===== config.mk =====
export PLATFORM = sky130hd
export DESIGN_NAME = qpsk_mixer
export DESIGN_NICKNAME = d
export VERILOG_FILES = /design/src/rtl/qpsk_pkg.sv /design/src/rtl/qpsk_mixer_sym_buffer.sv /design/src/rtl/qpsk_mixer.sv
export SDC_FILE = /design/constraint.sdc
export NUM_CORES = 1
export LEC_CHECK = 0
export BUFFER_PORTS_ARGS = -buffer_cell sky130_fd_sc_hd__buf_2
export CORE_MARGIN = 2
export CORE_UTILIZATION = 40
export DETAILED_ROUTE_END_ITERATION = 10
export SETUP_SLACK_MARGIN = 0.5
export SLEW_MARGIN = 25
export SYNTH_ARGS = -nofsm -noshare
export SYNTH_HDL_FRONTEND = slang
export SYNTH_SLANG_ARGS = --single-unit

===== constraint.sdc =====
create_clock -name clk -period 1.9 [get_ports clk]
set_clock_uncertainty 0.2 [all_clocks]
set_input_delay 0.095 -clock clk [delete_from_list [all_inputs] [get_ports clk]]
set_output_delay 0.095 -clock clk [all_outputs]
set_load 0.03 [all_outputs]

===== src/rtl/qpsk_pkg.sv =====
// Shared definitions for the QPSK mixer: symbol codes, code decode, shift/saturate.
// Latency: n/a (package, combinational helper functions only).
// Backpressure: n/a.
package qpsk_pkg;

  localparam logic [1:0] SYM_IDLE = 2'b00;
  localparam logic [1:0] SYM_POS  = 2'b01;
  localparam logic [1:0] SYM_BAD  = 2'b10;
  localparam logic [1:0] SYM_NEG  = 2'b11;

  typedef struct packed {
    logic signed [1:0] lvl;
    logic              err;
  } sym_dec_t;

  // Map a 2-bit channel code to a signed level; the invalid code yields level 0 plus err.
  function automatic sym_dec_t sym_decode(input logic [1:0] code);
    sym_dec_t d;
    d.lvl = 2'sb00;
    d.err = 1'b0;
    case (code)
      SYM_POS:  d.lvl = 2'sb01;
      SYM_NEG:  d.lvl = 2'sb11;
      SYM_BAD:  d.err = 1'b1;
      SYM_IDLE: d.lvl = 2'sb00;
      default:  d.lvl = 2'sb00;
    endcase
    return d;
  endfunction

  // Left-shift a small signed value and clamp it to an ow-bit signed range.
  // Caller keeps (input width + sh) below 32 so the shift itself cannot wrap.
  function automatic logic signed [31:0] sat_shift(input logic signed [31:0] x,
                                                   input int sh, input int ow);
    logic signed [31:0] v;
    logic signed [31:0] hi;
    logic signed [31:0] lo;
    v  = x <<< sh;
    hi = (32'sd1 <<< (ow - 1)) - 32'sd1;
    lo = -(32'sd1 <<< (ow - 1));
    if (v > hi)      return hi;
    else if (v < lo) return lo;
    else             return v;
  endfunction

endpackage


===== src/rtl/qpsk_mixer_sym_buffer.sv =====
// One-deep symbol buffer aligned to carrier symbol boundaries, plus sticky flags.
// Latency: active level presented combinationally for the current car_valid cycle.
// Backpressure: o_sym_ready = pending buffer empty (registered); offers while full are dropped.
// Ports: i_sym_valid/o_sym_ready symbol handshake with 2-bit codes i_ich/i_qch;
//        i_car_valid advances the sample counter; o_lvl_i/o_lvl_q/o_bnd feed the mixer;
//        o_underrun/o_overrun/o_sym_err sticky flags cleared by i_clr_flags.
module qpsk_mixer_sym_buffer import qpsk_pkg::*; #(
  parameter int SPS = 16
) (
  input  logic              i_clk,
  input  logic              i_rst_n,
  input  logic              i_sym_valid,
  input  logic [1:0]        i_ich,
  input  logic [1:0]        i_qch,
  input  logic              i_car_valid,
  input  logic              i_clr_flags,
  output logic              o_sym_ready,
  output logic signed [1:0] o_lvl_i,
  output logic signed [1:0] o_lvl_q,
  output logic              o_bnd,
  output logic              o_underrun,
  output logic              o_overrun,
  output logic              o_sym_err
);

  localparam int CNT_W = $clog2(SPS);

  logic                    r_pend_full;
  logic signed [1:0]       r_pend_i, r_pend_q;
  logic signed [1:0]       r_act_i, r_act_q;
  logic [CNT_W-1:0]        r_cnt;
  logic                    r_underrun, r_overrun, r_sym_err;

  sym_dec_t                w_dec_i, w_dec_q;
  logic                    w_accept, w_bnd, w_und_set, w_ovr_set, w_err_set;
  logic                    w_pend_full_nxt;
  logic signed [1:0]       w_pend_i_nxt, w_pend_q_nxt, w_act_i_nxt, w_act_q_nxt;

  assign w_dec_i   = sym_decode(i_ich);
  assign w_dec_q   = sym_decode(i_qch);
  assign w_accept  = i_sym_valid & ~r_pend_full;
  assign w_bnd     = i_car_valid & (r_cnt == '0);
  assign w_ovr_set = i_sym_valid & r_pend_full;
  assign w_err_set = w_accept & (w_dec_i.err | w_dec_q.err);

  always_comb begin
    w_pend_full_nxt = r_pend_full;
    w_pend_i_nxt    = r_pend_i;
    w_pend_q_nxt    = r_pend_q;
    w_act_i_nxt     = r_act_i;
    w_act_q_nxt     = r_act_q;
    w_und_set       = 1'b0;
    if (w_bnd) begin
      if (r_pend_full) begin
        w_act_i_nxt     = r_pend_i;
        w_act_q_nxt     = r_pend_q;
        w_pend_full_nxt = 1'b0;
      end else if (w_accept) begin
        // Symbol arriving exactly on the boundary skips the buffer.
        w_act_i_nxt = w_dec_i.lvl;
        w_act_q_nxt = w_dec_q.lvl;
      end else begin
        w_act_i_nxt = 2'sb00;
        w_act_q_nxt = 2'sb00;
        w_und_set   = 1'b1;
      end
    end else if (w_accept) begin
      w_pend_i_nxt    = w_dec_i.lvl;
      w_pend_q_nxt    = w_dec_q.lvl;
      w_pend_full_nxt = 1'b1;
    end
  end

  always_ff @(posedge i_clk) begin
    if (!i_rst_n) begin
      r_pend_full <= 1'b0;
      r_pend_i    <= 2'sb00;
      r_pend_q    <= 2'sb00;
      r_act_i     <= 2'sb00;
      r_act_q     <= 2'sb00;
      r_cnt       <= '0;
      r_underrun  <= 1'b0;
      r_overrun   <= 1'b0;
      r_sym_err   <= 1'b0;
    end else begin
      r_pend_full <= w_pend_full_nxt;
      r_pend_i    <= w_pend_i_nxt;
      r_pend_q    <= w_pend_q_nxt;
      r_act_i     <= w_act_i_nxt;
      r_act_q     <= w_act_q_nxt;
      if (i_car_valid) begin
        r_cnt <= (r_cnt == CNT_W'(SPS - 1)) ? '0 : r_cnt + 1'b1;
      end
      // Set takes priority over a simultaneous clear.
      r_underrun <= w_und_set | (r_underrun & ~i_clr_flags);
      r_overrun  <= w_ovr_set | (r_overrun  & ~i_clr_flags);
      r_sym_err  <= w_err_set | (r_sym_err  & ~i_clr_flags);
    end
  end

  assign o_sym_ready = ~r_pend_full;
  assign o_lvl_i     = w_act_i_nxt;
  assign o_lvl_q     = w_act_q_nxt;
  assign o_bnd       = w_bnd;
  assign o_underrun  = r_underrun;
  assign o_overrun   = r_overrun;
  assign o_sym_err   = r_sym_err;

endmodule


===== src/rtl/qpsk_mixer.sv =====
// QPSK mixer: mixer_out = sat((lvlI*Icarrier - lvlQ*Qcarrier) << GAIN_SHIFT).
// Latency: 2 cycles from a car_valid cycle to its mix_valid; one sample per cycle.
// Backpressure: none on carriers; symbols use sym_valid/sym_ready with a one-deep buffer.
// Ports: clk/rst_n; sym_valid/sym_ready/Ichannel/Qchannel symbol input; car_valid/Icarrier/
//        Qcarrier carrier input; clr_flags; mix_valid/mixer_out/sym_start output sample;
//        underrun/overrun/sym_err sticky status.
module qpsk_mixer import qpsk_pkg::*; #(
  parameter int CW         = 8,
  parameter int OW         = 16,
  parameter int SPS        = 16,
  parameter int GAIN_SHIFT = 6
) (
  input  logic          clk,
  input  logic          rst_n,
  input  logic          sym_valid,
  output logic          sym_ready,
  input  logic [1:0]    Ichannel,
  input  logic [1:0]    Qchannel,
  input  logic          car_valid,
  input  logic [CW-1:0] Icarrier,
  input  logic [CW-1:0] Qcarrier,
  input  logic          clr_flags,
  output logic          mix_valid,
  output logic [OW-1:0] mixer_out,
  output logic          sym_start,
  output logic          underrun,
  output logic          overrun,
  output logic          sym_err
);

  logic signed [1:0]    w_lvl_i, w_lvl_q;
  logic                 w_bnd;
  logic signed [CW:0]   w_ic_ext, w_qc_ext, w_pi, w_pq;
  logic signed [CW+1:0] w_sum;
  logic signed [31:0]   w_sum32;

  logic                 r_s1_vld, r_s1_bnd;
  logic signed [CW:0]   r_pi, r_pq;
  logic                 r_mix_vld, r_sym_start;
  logic [OW-1:0]        r_mix;

  qpsk_mixer_sym_buffer #(.SPS(SPS)) u_buf (
    .i_clk       (clk),
    .i_rst_n     (rst_n),
    .i_sym_valid (sym_valid),
    .i_ich       (Ichannel),
    .i_qch       (Qchannel),
    .i_car_valid (car_valid),
    .i_clr_flags (clr_flags),
    .o_sym_ready (sym_ready),
    .o_lvl_i     (w_lvl_i),
    .o_lvl_q     (w_lvl_q),
    .o_bnd       (w_bnd),
    .o_underrun  (underrun),
    .o_overrun   (overrun),
    .o_sym_err   (sym_err)
  );

  // One extra bit so that negating the most negative carrier sample stays exact.
  assign w_ic_ext = {Icarrier[CW-1], Icarrier};
  assign w_qc_ext = {Qcarrier[CW-1], Qcarrier};

  // Levels are only -1/0/+1, so the "multiply" is a select/negate.
  always_comb begin
    w_pi = '0;
    w_pq = '0;
    case (w_lvl_i)
      2'sb01:  w_pi = w_ic_ext;
      2'sb11:  w_pi = -w_ic_ext;
      default: w_pi = '0;
    endcase
    case (w_lvl_q)
      2'sb01:  w_pq = w_qc_ext;
      2'sb11:  w_pq = -w_qc_ext;
      default: w_pq = '0;
    endcase
  end

  assign w_sum   = {r_pi[CW], r_pi} - {r_pq[CW], r_pq};
  assign w_sum32 = {{(32-CW-2){w_sum[CW+1]}}, w_sum};

  always_ff @(posedge clk) begin
    if (!rst_n) begin
      r_s1_vld    <= 1'b0;
      r_s1_bnd    <= 1'b0;
      r_pi        <= '0;
      r_pq        <= '0;
      r_mix_vld   <= 1'b0;
      r_sym_start <= 1'b0;
      r_mix       <= '0;
    end else begin
      r_s1_vld <= car_valid;
      if (car_valid) begin
        r_pi     <= w_pi;
        r_pq     <= w_pq;
        r_s1_bnd <= w_bnd;
      end
      r_mix_vld   <= r_s1_vld;
      r_sym_start <= r_s1_vld & r_s1_bnd;
      if (r_s1_vld) begin
        r_mix <= OW'(sat_shift(w_sum32, GAIN_SHIFT, OW));
      end
    end
  end

  assign mix_valid = r_mix_vld;
  assign mixer_out = r_mix;
  assign sym_start = r_sym_start;

endmodule


==> After elaboration in Yosys (flattened, before gate mapping) <==
Cells that the tools add are included.
{ "word_totals": {"regBits": 54, "inputBits": 25, "out_inout_bits": 22, "wordCells": 70} }
{ "op_classes": {"addsub": 4, "n_lt_le_gt_ge": 2, "eq_ne": 11, "mux": 18, "bitwise": 16, "n_reduce_logical": 3} }
{ "op_table": {"columns": ["op", "n"], "rows": [
  ["$pmux 9 s2", 2],
  ["$mux 16", 2],
  ["$neg 8->9", 2],
  ["$gt 16x16->1 const B", 1],
  ["$lt 16x16->1 const B", 1],
  ["$eq 2x2->1 const B", 6],
  ["$mux 2", 6],
  ["$sub 9x9->10", 1],
  ["$and 1x1->1", 8],
  ["$eq 2x1->1 const B", 4],
  ["$pmux 2 s2", 2],
  ["$mux 1", 5],
  ["$add 4x1->4 const B", 1],
  ["$eq 4x4->1 const B", 1],
  ["$logic_not 4->1", 1],
  ["$mux 4", 1],
  ["$not 1->1", 4],
  ["$or 1x1->1", 4],
  ["$reduce_and 2->1", 1],
  ["$reduce_or 2->1", 1]
]} }

==> Logic depth before layout (Yosys ltp) <==
{ "logic_depth": {"ltp_word": 7, "mapped_depth": 8, "depth_no_buf": 8} }

==> Cells and area by module <==
From an unflattened synthesis, not the netlist that was laid out.
{ "hier_totals": {"cells_unflattened": 325, "hier_area_um2": 2758.9} }
{ "modules_own_cells": {"columns": ["module", "n_inst", "cells_per_inst", "area_per_inst_um2", "seq_area_each_um2"], "rows": [
  ["qpsk_mixer", 1, 238, 2000.7, 640.6],
  ["qpsk_mixer_sym_buffer", 1, 87, 758.2, 320.3]
]} }

==> Worst setup path before layout <==
Ideal clock, no wire load.
{ "synth_path": {"kind": "flip-flop to flip-flop", "startpoint": "reg r_pi[0]", "endpoint": "reg r_mix[14] (netlist: mixer_out[14])", "setup_time_ns": 0.095, "arrival_time_ns": 1.594, "required_time_ns": 1.605, "slack_ns": 0.011, "stages_incl_launch_ff": 9, "n_path_buf": 0, "period_less_slack_ns": 1.889, "path_cell_list": "dfxtp_1 > inv_1 > ha_1 > fa_1 > nor2b_1 > o31a_1 > o221a_2 > o2111ai_1 > o311ai_1"} }
{ "synth_between": {"elab_chain_len": 4, "word_cells_on_any_way": 5, "classes_between": "add/sub: 1; order compare: 2; mux: 2"} }
{ "synth_rtl": {"columns": ["element", "line_no", "text"], "rows": [
  ["start, declared", "qpsk_mixer.sv:38", "logic signed [CW:0] r_pi, r_pq;"],
  ["start signal, assigned", "qpsk_mixer.sv:94", "r_pi <= w_pi;"],
  ["$sub 9x9->10 *", "qpsk_mixer.sv:79", "assign w_sum = {r_pi[CW], r_pi} - {r_pq[CW], r_pq};"],
  ["$lt 16x16->1", "qpsk_pkg.sv:42", "else if (v < lo) return lo;"],
  ["$mux 16", "qpsk_pkg.sv:42", null],
  ["$mux 16 *", "qpsk_pkg.sv:41", "if (v > hi) return hi;"],
  ["end signal, assigned", "qpsk_mixer.sv:101", "r_mix <= OW'(sat_shift(w_sum32, GAIN_SHIFT, OW));"],
  ["end, declared", "qpsk_mixer.sv:40", "logic [OW-1:0] r_mix;"]
]} }
Mark *: on every way between the ends. The rest lies on a longest branch, timed or not.
A chain may end at the register's enable or synchronous reset.

==> Worst setup path in the final report <==
Same ends and word-level chain as after synthesis.

==> flow_metrics.env <==
export IMPL_status="finished with violations"
export IMPL_failed_checks="setup timing"
export IMPL_clk_pin_slew_worst_paths_ns=0.09
export IMPL_worst_slack_ns=-0.0696
export IMPL_dp_hpwl_um=4570
export IMPL_die_h_um=85.6
export IMPL_crit_path_end_kind="flop"
export IMPL_cts_buffers=5
export IMPL_final_area_mm2=0.00391
export IMPL_slew_violations=0
export IMPL_grt_pass1_wl_um=10800
export IMPL_cts_root_buf="clkbuf_8"
export IMPL_cap_violations=0
export IMPL_async_flop_share_pct=0
export IMPL_initial_core_util_pct=41.7
export IMPL_ios=47
export IMPL_synth_edf_count=0
export IMPL_nFillCells=552
export IMPL_syn_to_final_growth_pct=47.0
export IMPL_drc=0
export IMPL_crit_arrival_ns=1.95
export IMPL_grt_pass1_vias=2300
export IMPL_drive_gt1_share_pct=40.3
export IMPL_synthCells=309
export IMPL_vias=2435
export IMPL_drt_initial_drc_count=84
export IMPL_placed_cell_area_mm2=0.00315
export IMPL_critPathKind="flop to flop"
export IMPL_critPathMaxFanout=2
export IMPL_tightest_slew_ns=0.648
export IMPL_gp_congestion=0.838
export IMPL_fin_crit_ns=1.97
export IMPL_grt_ovfl_total=0
export IMPL_vias_per_cell=5.08
export IMPL_first_pass_iters=4
export IMPL_fp_coreArea_mm2=0.00639
export IMPL_grt_start_max_net_pins=26
export IMPL_fp_row_count=29
export IMPL_fmax_mhz=508
export IMPL_synth_warnings=0
export IMPL_ir_drop_uv=355
export IMPL_rsz0062_at_grt="true"
export IMPL_die_w_um=85.6
export IMPL_drtAntennaViolNets=0
export IMPL_wirelength_um=6760
export IMPL_ys_ff_latch=48
export IMPL_p_per_area_mw_per_mm2=689
export IMPL_hold_viol=0
export IMPL_htreeDepth=2
export IMPL_syn_cell_area_mm2=0.00266
export IMPL_port_buffers=40
export IMPL_dp_slack_ns=-0.0580
export IMPL_die_area_mm2=0.00732
export IMPL_hp_class="input pin to flop"
export IMPL_clock_path_buffers=2
export IMPL_diodes=0
export IMPL_clock_latency_ns=0.30
export IMPL_required_ns=1.88
export IMPL_layout_commonest_cell="buf_2"
export IMPL_grt_use_total_pct=18.6
export IMPL_synth_distinct_cells=60
export IMPL_antenna_found_initial=0
export IMPL_syn_area_per_cell_um2=8.61
export IMPL_clkSinkCount=48
export IMPL_wl_per_cell_um=14.1
export IMPL_synth_seq_area_share_pct=36.1
export IMPL_setup_viol=2
export IMPL_synthFlopType="dfxtp_1"
export IMPL_fin_nets=440
export IMPL_power_total_w=0.00270
export IMPL_crit_path_start_kind="flop"
export IMPL_most_common_layout_cells="40 x buf_2, 37 x dfxtp_1, 29 x nand2_1"
export IMPL_relSlewSlack_pct=56.4
export IMPL_leakage_nw=1.60
export IMPL_cts_tree="yes"
export IMPL_finalCritPeriodShare_pct=104
-- what timing repair did --
action / 4_1_cts / 5_1_grt
hold buffers: 24 / 0
hold endpoints to repair: 33 / 0
buffers inserted: 8 / 4
pin swaps: 25 / 28
gates resized for setup: 61 / 29
setup endpoints to repair: 36 / 40
-- layer usage --
metal / vias up / part of all wire, % / global-route usage, %
met5: - / 0 / 0
met4: 0 / 1.6 / 6.49
met3: 10 / 3.0 / 2.98
met2: 43 / 50 / 31.5
met1: 1133 / 45 / 24.0
li1: 1249 / - / -
-- stage by stage --
stage | hold WS [ns] | utilization (%) | instances | TNS [ns]
after floorplan | 0.0399 | - | 314 | 0
after global placement | 0.186 | 49.4 | 435 | -0.0105
after detailed placement | 0.195 | 49.4 | 435 | -0.0685
after CTS | 0.00280 | 59.1 | 475 | -0.0489
after global routing | 0.0311 | 61.2 | 479 | -0.628
final | 0.0253 | 61.2 | 479 | -0.0772
-- critical path, cell delays in order, from the launching register on --
cell       delay (ns)
dfxtp_2          0.33
inv_2            0.07
ha_4             0.14
fa_2             0.20
nor2b_2          0.05
o31a_1           0.30
o221a_2          0.25
o2111ai_2        0.18
o311ai_1         0.13
-- Yosys cell counts, types with 3 or more instances --
cell type,n,share of area [%]
buf_4,6,1.7
nand3_1,6,1.1
o211ai_1,4,1.1
ha_1,13,6.1
nor2_1,15,2.1
xnor2_1,14,4.6
nor3_1,9,1.7
and2_1,9,2.1
inv_1,23,3.2
nand2_1,35,4.9
nor3_2,3,1.1
a21oi_1,7,1.3
nor2b_1,13,3.1
o21ai_0,12,2.3
a211oi_1,4,1.1
mux2i_1,5,1.9
a31oi_1,3,0.71
clkbuf_1,10,1.4
o21a_1,4,1.1
o21ai_1,11,2.1
o31a_1,3,0.99
dfxtp_1,48,36
a21boi_0,6,1.7
-- area by class of cell --
class,count,area [um^2],area share (%)
Clock buffer,5,68.8,1.76
Clock inverter,3,18.8,0.480
Inverter,23,86.3,2.21
Multi-Input combinational cell,225,1880,48.2
Sequential cell,48,975,24.9
Tap cell,77,96.3,2.46
Timing Repair Buffer,98,782,20.0
-- worst paths after layout --
check | start | end | slack [ns] | cells after the start
hold reg to reg | r_pq[6]$_SDFFE_PN0P_ | r_pq[6]$_SDFFE_PN0P_ | 0.25 | 2
setup / recovery | r_pi[0]$_SDFFE_PN0P_ | mixer_out[14]$_SDFFE_PN0P_ | -0.07 | 8
setup reg to reg | r_pi[0]$_SDFFE_PN0P_ | mixer_out[14]$_SDFFE_PN0P_ | -0.07 | 8
hold / removal | Ichannel[0] | u_buf.o_sym_err$_SDFF_PN0_ | 0.03 | 4
-- state kept, by name (all words and copies together), names as in the netlist, 2 cells and up --
signal,cells
r_pi,9
u_buf.r_cnt,4
u_buf.r_act_q,2
u_buf.r_pend_q,2
u_buf.r_act_i,2
u_buf.r_pend_i,2
mixer_out,10
r_pq,9
-- report_power, final --
group | internal [W] | switching [W] | leakage (nW)
Combinational | 0.000483 | 0.000490 | 1.15
Clock | 0.000257 | 0.000344 | 0.0479
Sequential | 0.00108 | 0.0000460 | 0.397
Total | 0.00182 | 0.000880 | 1.60
-- kinds of logic after synthesis --
family	Yosys count	synth area share, %
compound gates	72	19.7
xor+xnor	14	4.61
fa+ha+maj	14	6.86
buf+inv	41	6.96
flops	48	36.1
mux	5	1.88
other cells	1	0.141
simple gates	114	23.7
Power figures use the tool's default switching activity.
